File: config.mk
export PLATFORM = sky130hd
export DESIGN_NAME = keypad_scan_ctrl
export DESIGN_NICKNAME = d
export VERILOG_FILES = /design/src/rtl/keypad_pkg.sv /design/src/rtl/kp_debounce.sv /design/src/rtl/keypad_scan_ctrl.sv
export SDC_FILE = /design/constraint.sdc
export NUM_CORES = 1
export LEC_CHECK = 0
export BUFFER_PORTS_ARGS = -buffer_cell sky130_fd_sc_hd__clkbuf_2
export CORE_MARGIN = 8
export CORE_UTILIZATION = 55
export DETAILED_ROUTE_END_ITERATION = 8
export GPL_ROUTABILITY_DRIVEN = 0
export PLACE_DENSITY = 0.74
export SLEW_MARGIN = 10
export SYNTH_ARGS = -nofsm -noshare
export SYNTH_HDL_FRONTEND = slang
export SYNTH_HIERARCHICAL = 1
export SYNTH_SLANG_ARGS = --single-unit
File: constraint.sdc
create_clock -name clk -period 2.7 [get_ports clk]
set_clock_uncertainty 0.15 [all_clocks]
set_input_delay 0.54 -clock clk [delete_from_list [all_inputs] [get_ports clk]]
set_output_delay 0.54 -clock clk [all_outputs]
set_load 0.005 [all_outputs]
File: src/rtl/keypad_pkg.sv
// Shared keypad definitions: matrix geometry, scan-row encoding and a one-hot test
// used by the scanner and the downstream encoder.
package keypad_pkg;

    localparam int unsigned KP_ROWS  = 4;
    localparam int unsigned KP_COLS  = 4;
    localparam int unsigned KP_KEYS  = KP_ROWS * KP_COLS;
    localparam int unsigned KP_ROW_W = $clog2(KP_ROWS);

    typedef enum logic [KP_ROW_W-1:0] {
        ROW0 = 2'd0,
        ROW1 = 2'd1,
        ROW2 = 2'd2,
        ROW3 = 2'd3
    } kp_row_e;

    // True when exactly one key bit is set.
    function automatic logic kp_is_onehot(input logic [KP_KEYS-1:0] v);
        return (v != '0) && ((v & (v - KP_KEYS'(1))) == '0);
    endfunction

endpackage

File: src/rtl/kp_debounce.sv
// Whole-matrix debouncer: assembles a snapshot row by row and only publishes it
// once it has repeated for DEBOUNCE_SCANS consecutive scans.
module kp_debounce
    import keypad_pkg::*;
#(
    parameter int unsigned DEBOUNCE_SCANS = 4
) (
    input  logic                clk,
    input  logic                rst,
    input  logic                i_sample,
    input  logic                i_scan_end,
    input  logic [KP_ROW_W-1:0] i_row,
    input  logic [KP_COLS-1:0]  i_cols,
    output logic [KP_KEYS-1:0]  o_stable
);

    localparam int unsigned         CNT_W   = $clog2(DEBOUNCE_SCANS + 1);
    localparam logic [CNT_W-1:0]    CNT_MAX = CNT_W'(DEBOUNCE_SCANS);

    logic [KP_KEYS-1:0] r_snapshot;
    logic [KP_KEYS-1:0] r_prev;
    logic [KP_KEYS-1:0] r_stable;
    logic [CNT_W-1:0]   r_deb_cnt;
    logic [KP_KEYS-1:0] w_snap_full;

    // Snapshot with the current row's columns merged in, so the scan end sees row 3.
    always_comb begin
        w_snap_full = r_snapshot;
        w_snap_full[{i_row, 2'b00} +: KP_COLS] = i_cols;
    end

    always_ff @(posedge clk or posedge rst) begin
        if (rst) begin
            r_snapshot <= '0;
            r_prev     <= '0;
            r_stable   <= '0;
            r_deb_cnt  <= '0;
        end else begin
            if (i_sample) begin
                r_snapshot <= w_snap_full;
            end
            if (i_scan_end) begin
                if (w_snap_full == r_prev) begin
                    if (r_deb_cnt != CNT_MAX) begin
                        r_deb_cnt <= r_deb_cnt + CNT_W'(1);
                    end
                end else begin
                    r_deb_cnt <= '0;
                    r_prev    <= w_snap_full;
                end
            end
            if (r_deb_cnt == CNT_MAX) begin
                r_stable <= r_prev;
            end
        end
    end

    assign o_stable = r_stable;

endmodule

File: src/rtl/keypad_scan_ctrl.sv
// 4x4 keypad scanner: walks the rows, synchronises the columns, debounces full
// snapshots and presents a single-key one-hot vector with press/hold flags.
module keypad_scan_ctrl
    import keypad_pkg::*;
#(
    parameter int unsigned SCAN_DIV       = 50000,
    parameter int unsigned DEBOUNCE_SCANS = 4
) (
    input  logic               clk,
    input  logic               rst,
    input  logic [KP_COLS-1:0] col_in,
    output logic [KP_ROWS-1:0] row_out,
    output logic [KP_KEYS-1:0] onehot,
    output logic               key_valid,
    output logic               key_held
);

    localparam int unsigned          DWELL_W    = $clog2(SCAN_DIV);
    localparam logic [DWELL_W-1:0]   DWELL_LAST = DWELL_W'(SCAN_DIV - 1);

    logic [KP_COLS-1:0] r_col_meta;
    logic [KP_COLS-1:0] r_col_sync;
    logic [DWELL_W-1:0] r_dwell;
    kp_row_e            r_state;
    kp_row_e            w_state_nxt;
    logic [KP_ROWS-1:0] r_row_out;
    logic [KP_ROWS-1:0] w_row_out_nxt;
    logic               w_last;
    logic               w_sample;
    logic               w_scan_end;
    logic [KP_KEYS-1:0] w_stable;
    logic [KP_KEYS-1:0] w_onehot_nxt;
    logic [KP_KEYS-1:0] r_onehot;
    logic               r_key_valid;
    logic               r_key_held;

    assign w_last = (r_dwell == DWELL_LAST);

    // Column synchroniser; pins are asynchronous and active-low.
    always_ff @(posedge clk or posedge rst) begin
        if (rst) begin
            r_col_meta <= '1;
            r_col_sync <= '1;
        end else begin
            r_col_meta <= col_in;
            r_col_sync <= r_col_meta;
        end
    end

    // Scan state register with its dwell counter.
    always_ff @(posedge clk or posedge rst) begin
        if (rst) begin
            r_state   <= ROW0;
            r_dwell   <= '0;
            r_row_out <= 4'b1110;
        end else begin
            r_state   <= w_state_nxt;
            r_dwell   <= w_last ? '0 : r_dwell + DWELL_W'(1);
            r_row_out <= w_row_out_nxt;
        end
    end

    always_comb begin
        w_state_nxt = r_state;
        if (w_last) begin
            case (r_state)
                ROW0:    w_state_nxt = ROW1;
                ROW1:    w_state_nxt = ROW2;
                ROW2:    w_state_nxt = ROW3;
                ROW3:    w_state_nxt = ROW0;
                default: w_state_nxt = ROW0;
            endcase
        end
    end

    // Columns are sampled on the last dwell cycle so the sync chain has settled.
    always_comb begin
        w_row_out_nxt = ~(4'b0001 << w_state_nxt);
        w_sample      = w_last;
        w_scan_end    = w_last && (r_state == ROW3);
    end

    kp_debounce #(
        .DEBOUNCE_SCANS (DEBOUNCE_SCANS)
    ) u_debounce (
        .clk        (clk),
        .rst        (rst),
        .i_sample   (w_sample),
        .i_scan_end (w_scan_end),
        .i_row      (r_state),
        .i_cols     (~r_col_sync),
        .o_stable   (w_stable)
    );

    // Multi-key chords are suppressed; a new press only counts coming from idle.
    assign w_onehot_nxt = kp_is_onehot(w_stable) ? w_stable : '0;

    always_ff @(posedge clk or posedge rst) begin
        if (rst) begin
            r_onehot    <= '0;
            r_key_valid <= 1'b0;
            r_key_held  <= 1'b0;
        end else begin
            r_onehot    <= w_onehot_nxt;
            r_key_valid <= (r_onehot == '0) && (w_onehot_nxt != '0);
            r_key_held  <= (w_onehot_nxt != '0);
        end
    end

    assign row_out   = r_row_out;
    assign onehot    = r_onehot;
    assign key_valid = r_key_valid;
    assign key_held  = r_key_held;

endmodule

# ---- Yosys cells after proc, flatten, opt, wreduce, memory -nomap -nowiden
# Cells that the tools add are included.
dict set report totals {
  reg_bits 99
  inputBits 6
  out_inout_bits 22
  elab_cells 48
}
dict set report op_classes {
  add_sub_neg 4
  eq_ne 8
  shifts 3
  muxes 7
  n_bitwise 4
  n_reduce_logical 10
}
# cell n
set op_table {}
lappend op_table {{16-bit logical NOT} 2}
lappend op_table {{16-bit 2-to-1 mux} 2}
lappend op_table {{16-bit nonzero test} 2}
lappend op_table {{16-bit by 1-bit adder with 16-bit output, second input constant} 1}
lappend op_table {{16-bit bitwise AND} 1}
lappend op_table {{16-bit bitwise mux} 1}
lappend op_table {{16-bit equality test} 1}
lappend op_table {{16-bit equality test, second input constant} 1}
lappend op_table {{4-bit by 6-bit variable shift with 16-bit output, first input constant} 1}
lappend op_table {{4-bit by 6-bit variable part select with 16-bit output} 1}
lappend op_table {{16-bit by 1-bit subtractor with 16-bit output, second input constant} 1}
lappend op_table {{4-bit NOT} 2}
lappend op_table {{2-bit one-hot mux with 4 select lines} 1}
lappend op_table {{3-bit 2-to-1 mux} 2}
lappend op_table {{4-bit negator with 6-bit output} 1}
lappend op_table {{2-bit equality test, second input constant} 2}
lappend op_table {{2-bit AND reduction} 2}
lappend op_table {{1-bit by 2-bit left shift with 4-bit output, first input constant} 1}
lappend op_table {{3-bit by 1-bit adder with 3-bit output, second input constant} 1}
lappend op_table {{3-bit equality test, second input constant} 1}
lappend op_table {{1-bit logical AND} 3}
lappend op_table {{3-bit inequality test, second input constant} 1}
lappend op_table {{2-bit by 1-bit equality test with 1-bit output, second input constant} 1}
lappend op_table {{2-bit logical NOT} 1}
lappend op_table {{other kinds (3)} 3}

# ---- Depth between registers and ports, before layout
# Gate-level depths: netlist (run 1).
dict set report logic_depth {
  word_depth 7
  depth_mapped 13
  ltp_nobuf 9
}

# ---- Hierarchy
# The synthesis (run 1) kept the hierarchy.
# module instances cells_per_inst area_each_um2 seq_area_each_um2
set by_module_without_submodules {}
lappend by_module_without_submodules {kp_debounce 1 284 2726.4 1276.2}
lappend by_module_without_submodules {keypad_scan_ctrl 1 199 2198.4 1214.9}

# ---- Least setup slack after synthesis (run 1)
# Ideal clock, no wire load.
dict set report synth_timing {
  kind {reg-to-reg}
  start {register r_state[0]}
  end {register u_debounce.r_prev[12]}
  setup_ns 0.136
  t_arrival_ns 2.461
  t_required_ns 2.414
  path_slack_ns -0.046
  stages_incl_launch_ff 13
  path_buffers 4
  period_less_slack_ns 2.746
  cell_sequence {dfrtp_1 buf_4 inv_1 ha_1 buf_4 nor2b_1 buf_2 o221ai_1 a2111oi_2 nand4_2 clkbuf_1 a21oi_1 a21oi_1}
}
dict set report synth_via {
  elab_chain_cells 6
  elab_cells_between_ends 9
  cone_classes {add/sub: 1; eq/ne: 2; shift: 2; mux: 1; bitwise: 1; reduce/logical: 2}
}
# item line
set synth_rtl {}
lappend synth_rtl {{start, declared} keypad_scan_ctrl.sv:24} ;# kp_row_e r_state;
lappend synth_rtl {{start signal, assigned} keypad_scan_ctrl.sv:57} ;# r_state <= w_state_nxt;
lappend synth_rtl {{4-bit negator with 6-bit output} kp_debounce.sv:29} ;# w_snap_full[{i_row, 2'b00} +: KP_COLS] = i_cols;
lappend synth_rtl {{4-bit by 6-bit variable part select with 16-bit output or 4-bit by 6-bit variable shift with 16-bit output (tied branches)} kp_debounce.sv:29}
lappend synth_rtl {{16-bit bitwise mux} kp_debounce.sv:29}
lappend synth_rtl {{16-bit equality test} kp_debounce.sv:43} ;# if (w_snap_full == r_prev) begin
lappend synth_rtl {{1-bit NOT (no source line)} --}
lappend synth_rtl {{2-bit AND reduction (no source line)} --}
lappend synth_rtl {{end signal, assigned} kp_debounce.sv:49} ;# r_prev <= w_snap_full;
lappend synth_rtl {{end, declared} kp_debounce.sv:21} ;# logic [KP_KEYS-1:0] r_prev;
# Several ways; a longest one is shown, not always the timed one.
# A chain may end at the register's enable or synchronous reset.

# ---- Final worst setup path (run 1)
dict set report layout_timing {
  start {register r_state[0]}
  end {register u_debounce.r_prev[13]}
}
# Same word-level chain as after synthesis.

==> impl_metrics.yaml, run 1 <==
finish:
  regArea_um2: 2490
  syn_to_final_growth_pct: 14.0
  drive_gt1_frac: 0.241
  finish.utilization: 0.644
  multiInputGateArea_um2: 2380
  finalNetCount: 543
  n_antenna_cell: 0
  num-fill-cells: 692
worst_setup_path:
  start_kind: "flop"
  crit_family: "compound AO/OA/AOI/OAI gates"
  path_buf_inv: 2
  cp_common_cell: "a21oi_1"
  critPathSlowestCell: "dfrtp_2"
  r2r-start: "r_state[0]"
  max_stage_delay_ps: 410
  timing.rr.end: "u_debounce/r_prev[13]"
  path_class: "reg -> reg"
  path_cells: "buf_4 -> ha_2 -> nor2b_1 -> a31oi_2 -> a222oi_1 -> and4_2 -> nand4_4 -> buf_6 -> a21oi_1 -> a21oi_1"
  critPathCaptureType: "flop"
  rr_worst_depth: 10
  r2r_slack_ps: 100
  worstPathRequired_ps: 2810
  cp_max_fo: 16
  arrival_ps: 2710
synth:
  synth_top_family_by_area: "simple AND/OR/NAND/NOR gates"
  yosysMostFrequentCell: "dfrtp_1"
  ys_seq_elements: 99
  avgSynthCellArea_um2: 10.2
  yosysWarnings: 6
  syn_nets: 500
  synthSimpleGateAreaFrac: 0.221
  syn_inst: 483
  synth_xor_area_frac: 0.0356
  synth.area.mux_share: 0.0315
  netlist.area_leader.share: 0.447
  async_flop_share: 1.00
  synth_top_area_cell: "dfrtp_1"
  netlist_top_cells_count: "dfrtp_1 (88), a21oi_1 (45), nor2_1 (40)"
  yosysUniqueCellTypes: 66
  synth_compound_area_frac: 0.137
  synth-edff-count: 0
  synth_flop_cell: "dfrtp_1"
  synth_fa_ha_area_frac: 0.0340
  synth_area_um2: 4920
  ys_seq_area_frac: 0.506
  synth_area_leaders: "dfrtp_1 (45%), dfstp_2 (5.9%), a21oi_1 (4.6%)"
detailed_routing:
  via_count: 3796
  finalWirelength_um: 10500
  drc: 0
  dr.pass1.iters: 6
  vias_per_cell: 5.94
  routedWlPerCell_um: 16.5
  ant_nets: 0
  drt_first_iter_violations: 297
global_routing:
  grt_overflow: 0
  antenna_found_initial: 0
  grt_pass1_wl_um: 17900
  first_global_vias: 3665
  grt_usage: 0.173
  grt_max_degree: 44
die:
  die_height_um: 111
  row_count: 34
  die_area_um2: 12200
  core_region_area_um2: 8720
  start_util: 0.565
  dieWidth_um: 111
  ios: 28
clock_network:
  htreeDepth: 3
  root_buffer: "clkbuf_8"
  clockBufferDepth: 2
  cts_hold_buf: 0
  clock-sinks: 99
  clkTransAtPathRegs_ps: 100
  cts_tree: "done"
  insertion_delay_ps: 360
  cts_made_buffers: 9
power:
  max-vdd-ir-drop_v: 0.000247
  powerDensity_nw_per_um2: 442
  p_total_mw: 2.48
  p_leak_nw: 2.53
sta:
  worstMarginPinSlew_ps: 835
  relSlewSlack: 0.443
  setup-violations-final: 0
  drv_slew: 0
  fmax_mhz: 385
  rsz0062_at_grt: "yes"
  fin_crit_sh: 0.963
  hold_viol: 0
  worst_slack_ps: 100
  min_period_ps: 2600
outcome:
  outcome: "finished clean"
placement:
  hpwlAfterDp_um: 7720
  port_buffers: 27
  place_ws_ps: -0.982
hold_path:
  hold_path_class: "in -> async"
run:
  cap_violations: 0
==> layout make-up <==
cell class                 instances  area share
clock buffer                      11      0.0252
tap                              108      0.0241
multi-input combinational        344       0.424
inverter                          21      0.0140
sequential                        99       0.444
clock inverter                     5     0.00936
timing repair buffer              51      0.0591
==> flip-flops by register name, summed over array words and instances (netlist names), 4 cells and up <==
| signal | count |
|---|---|
| r_col_meta | 4 |
| row_out | 4 |
| u_debounce/o_stable | 16 |
| u_debounce/r_prev | 16 |
| r_dwell | 16 |
| r_col_sync | 4 |
| onehot | 16 |
| u_debounce/r_snapshot | 16 |
==> logic make-up after synthesis <==
family,Yosys count
muxes,14
DFF,99
and+or+nand+nor,188
adders and majority gates,14
buffers and inverters,40
AOI/OAI and AO/OA,108
xor gates and xnor gates,20
==> per-layer routing <==
metal | routed length [um] | track usage | vias up | part of all wire
met5 | 0 | 0 | - | 0
met4 | 306 | 0.0649 | 0 | 0.029
met3 | 689 | 0.0487 | 27 | 0.066
met2 | 4890 | 0.272 | 145 | 0.46
met1 | 4640 | 0.220 | 1802 | 0.44
li1 | - | - | 1822 | -
==> worst register-to-register path, stage by stage (launching register included) <==
cell	delay [ps]
dfrtp_2	410
buf_4	200
ha_2	280
nor2b_1	170
a31oi_2	70
a222oi_1	330
and4_2	310
nand4_4	150
buf_6	180
a21oi_1	180
a21oi_1	70
==> timing repair <==
| action | in CTS | in global routing |
|---|---|---|
| setup endpoints to repair | 3 | 15 |
| gates resized for setup | 3 | 20 |
| setup buffers | 0 | 0 |
| pin swaps | 2 | 4 |
| gates cloned | 0 | 1 |
==> power by group <==
part / switching (mW) / internal, mW / leakage (nW) / total, mW
registers: 0.00150 / 1.49 / 1.33 / 1.49
logic: 0.0472 / 0.0171 / 1.10 / 0.0643
clock network: 0.475 / 0.449 / 0.0991 / 0.924
==> per-stage QoR <==
stage               area [um^2]  hold slack [ps]  instances  setup TNS [ps]
floorplan                  4930              195        483               0
global placement           5290              197        622               0
detailed placement         5290              199        622          -0.982
CTS                        5510             89.6        638               0
global route               5610             86.3        639           -14.9
finish                     5610              101        639               0
==> cells in the final DEF (no fill, tap or decap), drive strengths merged, types with 4 or more instances in the layout <==
| cell | n |
|---|---|
| or2 | 4 |
| nand2 | 30 |
| or3 | 4 |
| o21ai | 21 |
| inv | 21 |
| a21oi | 46 |
| xnor2 | 10 |
| nand2b | 4 |
| and4 | 20 |
| xor2 | 10 |
| nor3 | 12 |
| dfrtp | 88 |
| nor2b | 24 |
| and3 | 5 |
| a31oi | 15 |
| dfstp | 11 |
| and2 | 5 |
| ha | 11 |
| buf | 24 |
| nand3 | 15 |
| nor2 | 41 |
| nor4 | 9 |
| mux2 | 12 |
| clkbuf | 38 |
==> worst max path at each step <==
stage	end	slack, ps	cells after the start	start
floorplan	u_debounce/r_deb_cnt[0]	50	12	r_state[0]
global placement	u_debounce/r_prev[9]	80	9	r_state[0]
detailed placement	u_debounce/r_prev[13]	-1	10	r_state[0]
CTS	u_debounce/r_prev[13]	0.5	9	r_state[0]
global route	u_debounce/r_prev[13]	-10	10	r_state[0]
finish	u_debounce/r_prev[13]	100	10	r_state[0]
(Power assumes the default switching activity.)
==> inputs of run 2 (changes only) <==
--- a/config.mk
+++ b/config.mk
@@ -5,12 +5,14 @@
 export SDC_FILE = /design/constraint.sdc
 export NUM_CORES = 1
 export LEC_CHECK = 0
+export ABC_AREA = 1
 export BUFFER_PORTS_ARGS = -buffer_cell sky130_fd_sc_hd__clkbuf_2
 export CORE_MARGIN = 8
 export CORE_UTILIZATION = 55
 export DETAILED_ROUTE_END_ITERATION = 8
 export GPL_ROUTABILITY_DRIVEN = 0
-export PLACE_DENSITY = 0.74
+export PLACE_DENSITY = 0.76
+export RECOVER_POWER = 100
 export SLEW_MARGIN = 10
 export SYNTH_ARGS = -nofsm -noshare
 export SYNTH_HDL_FRONTEND = slang
==> run 2 against run 1 <==
Compared with the run above:
- cell area shrank 2.6%
- core utilization shrank 2.0 points
- critical path type unchanged
- combinational power shrank 22%
- clock power grew 11%
- non-clock buffer count shrank 10
- sequential power is essentially flat
- sequential cell count is the same
- global-route usage shrank 0.96 points
- worst setup slack gained 110 ps
- final cell count grew 22%
- register-to-register slack gained 110 ps
- sequential share of layout area grew 1.2 points
==> impl_metrics.yaml, run 2 <==
global_routing:
  grt_overflow: 0
  grt_usage: 0.163
  grt_max_degree: 34
  grt_pass1_wl_um: 17100
  antenna_found_initial: 0
  first_global_vias: 3842
finish:
  drive_gt1_frac: 0.106
  layout_common_cells: "nand2_1 (187), inv_1 (89), dfrtp_1 (88), nor2_1 (65), nand3_1 (53)"
  num-fill-cells: 773
  syn_to_final_growth_pct: 9.61
  final_common_cell: "nand2_1"
  final_cells: 779
  n_antenna_cell: 0
  finalNetCount: 683
  fin_area_um2: 5470
  finish.utilization: 0.624
detailed_routing:
  ant_nets: 0
  vias_per_cell: 5.25
  dr.pass1.iters: 5
  finalWirelength_um: 9800
  routedWlPerCell_um: 12.6
  drc: 0
  via_count: 4088
  drt_first_iter_violations: 230
clock_network:
  clock-sinks: 99
  cts_made_buffers: 9
  htreeDepth: 3
  insertion_delay_ps: 360
  root_buffer: "clkbuf_8"
  clkTransAtPathRegs_ps: 90
  clockBufferDepth: 2
  cts_tree: "done"
sta:
  relSlewSlack: 0.251
  worstMarginPinSlew_ps: 1120
  hold_viol: 0
  fmax_mhz: 401
  drv_slew: 0
  fin_crit_sh: 0.923
  min_period_ps: 2490
  setup-violations-final: 0
power:
  max-vdd-ir-drop_v: 0.000235
  power.internal_mw: 2.03
  p_leak_nw: 2.75
  combinationalPowerShare: 0.020
  swShare: 0.212
  p_sw_uw: 544
  p_seq_frac: 0.581
  powerDensity_nw_per_um2: 470
  clkPwrFrac: 0.399
  p_total_mw: 2.57
die:
  die_area_um2: 12400
  start_util: 0.569
  core_region_area_um2: 8760
  die_height_um: 111
  ios: 28
  row_count: 34
  dieWidth_um: 111
hold_path:
  hold_path_class: "in -> reg"
  hold_start: "col_in[3]"
  hold_depth: 1
  hold_path_end: "r_col_meta[3]"
synth:
  synth-edff-count: 0
  ys_seq_elements: 99
  synth_area_um2: 4990
  yosysUniqueCellTypes: 31
  async_flop_share: 1.00
  yosysWarnings: 6
  synth_top_area_cell: "dfrtp_1"
  netlist_top_cells_count: "nand2_1 (187), inv_1 (89), dfrtp_1 (88)"
  synth_area_leaders: "dfrtp_1 (44%), nand2_1 (14%), inv_1 (6.7%)"
  ys_seq_area_frac: 0.500
  syn_nets: 644
  yosysMostFrequentCell: "nand2_1"
  synth_flop_cell: "dfrtp_1"
  avgSynthCellArea_um2: 7.95
  syn_inst: 627
  netlist.area_leader.share: 0.442
run:
  cap_violations: 0
placement:
  hpwlAfterDp_um: 7400
  place_inst: 761
  dpl_cell_area_um2: 5260
  port_buffers: 27
outcome:
  outcome: "finished clean"
worst_setup_path:
  path_class: "reg -> reg"
  r2r_slack_ps: 210
  arrival_ps: 2650
  timing.rr.end: "u_debounce/r_deb_cnt[1]"
  start_kind: "flop"
  worstPathRequired_ps: 2860
  r2r-start: "r_state[1]"
  rr_worst_depth: 15
  cp_max_fo: 10
  critPathCaptureType: "flop"
==> run 2: how the worst max path moves through the flow <==
stage                                         end  cells past startpoint        from
after floorplan           u_debounce/r_deb_cnt[1]                     15  r_state[0]
after global placement      u_debounce/r_prev[12]                     13  r_state[0]
after detailed placement     u_debounce/r_prev[9]                     14  r_state[0]
after CTS                 u_debounce/r_deb_cnt[1]                     15  r_state[0]
after global routing      u_debounce/r_deb_cnt[1]                     15  r_state[1]
final                     u_debounce/r_deb_cnt[1]                     15  r_state[1]
==> run 2: cells by family after synthesis <==
| logic type | count (synthesis) | share of synthesized area |
|---|---|---|
| xor gates and xnor gates | 9 | 0.0158 |
| and+or+nand+nor | 347 | 0.310 |
| AOI/OAI and AO/OA | 57 | 0.0612 |
| DFF | 99 | 0.500 |
| buffers and inverters | 104 | 0.0858 |
| adders and majority gates | 11 | 0.0276 |
==> run 2: final cells by class <==
type | count | area [um^2] | area share
flip-flops and latches | 99 | 2490 | 0.456
multi-input cells | 424 | 2090 | 0.382
inverters | 91 | 342 | 0.0625
repair buffers | 41 | 194 | 0.0355
well taps | 108 | 135 | 0.0247
clock buffers | 10 | 128 | 0.0234
clock inverters | 6 | 88.8 | 0.0163
==> run 2: worst max-delay path, cell delays in order, from the launching register on <==
cell and delay (ps):
dfrtp_1 430, inv_1 130, ha_4 340, nand2_1 110
nor2_2 150, nand2_1 130, nand3_1 100, nand2_1 50
nor2_1 110, nand2_1 70, nor2_1 80, nand2_1 120
buf_4 200, nor2_1 140, nand2_1 70, nand2_1 60
==> run 2: repair_timing <==
| item | 4_1_cts | 5_1_grt |
|---|---|---|
| buffers inserted | 0 | 1 |
| gates resized for setup | 1 | 7 |
| setup endpoints to repair | 1 | 19 |
| hold endpoints to repair | 11 | 0 |
| hold buffers | 1 | 0 |
==> run 2: power by group through the flow <==
| stage | clock, mW | sequential, mW | combinational, mW |
|---|---|---|---|
| global route | 1.10 | 1.49 | 0.0603 |
| detailed placement | 0 | 1.52 | 0.0540 |
| floorplan | 0 | 1.52 | 0.0333 |
| finish | 1.03 | 1.49 | 0.0504 |
| global placement | 0 | 1.52 | 0.0530 |
| CTS | 1.05 | 1.49 | 0.0554 |
==> run 2: through the flow <==
step           hold WS (ps)  setup slack (ps)  setup TNS [ps]
2_1_floorplan           195               359               0
5_1_grt                72.0             -8.09           -12.8
4_1_cts                76.5               119               0
3_3_place_gp            196               125               0
3_5_place_dp            198              32.6               0
6_report               98.8               209               0
==> run 2: per-layer routing <==
layer / GRT usage / routed length [um]
met5: 0 / 0
met3: 0.0400 / 555
met4: 0.0658 / 209
met2: 0.269 / 4580
met1: 0.198 / 4460
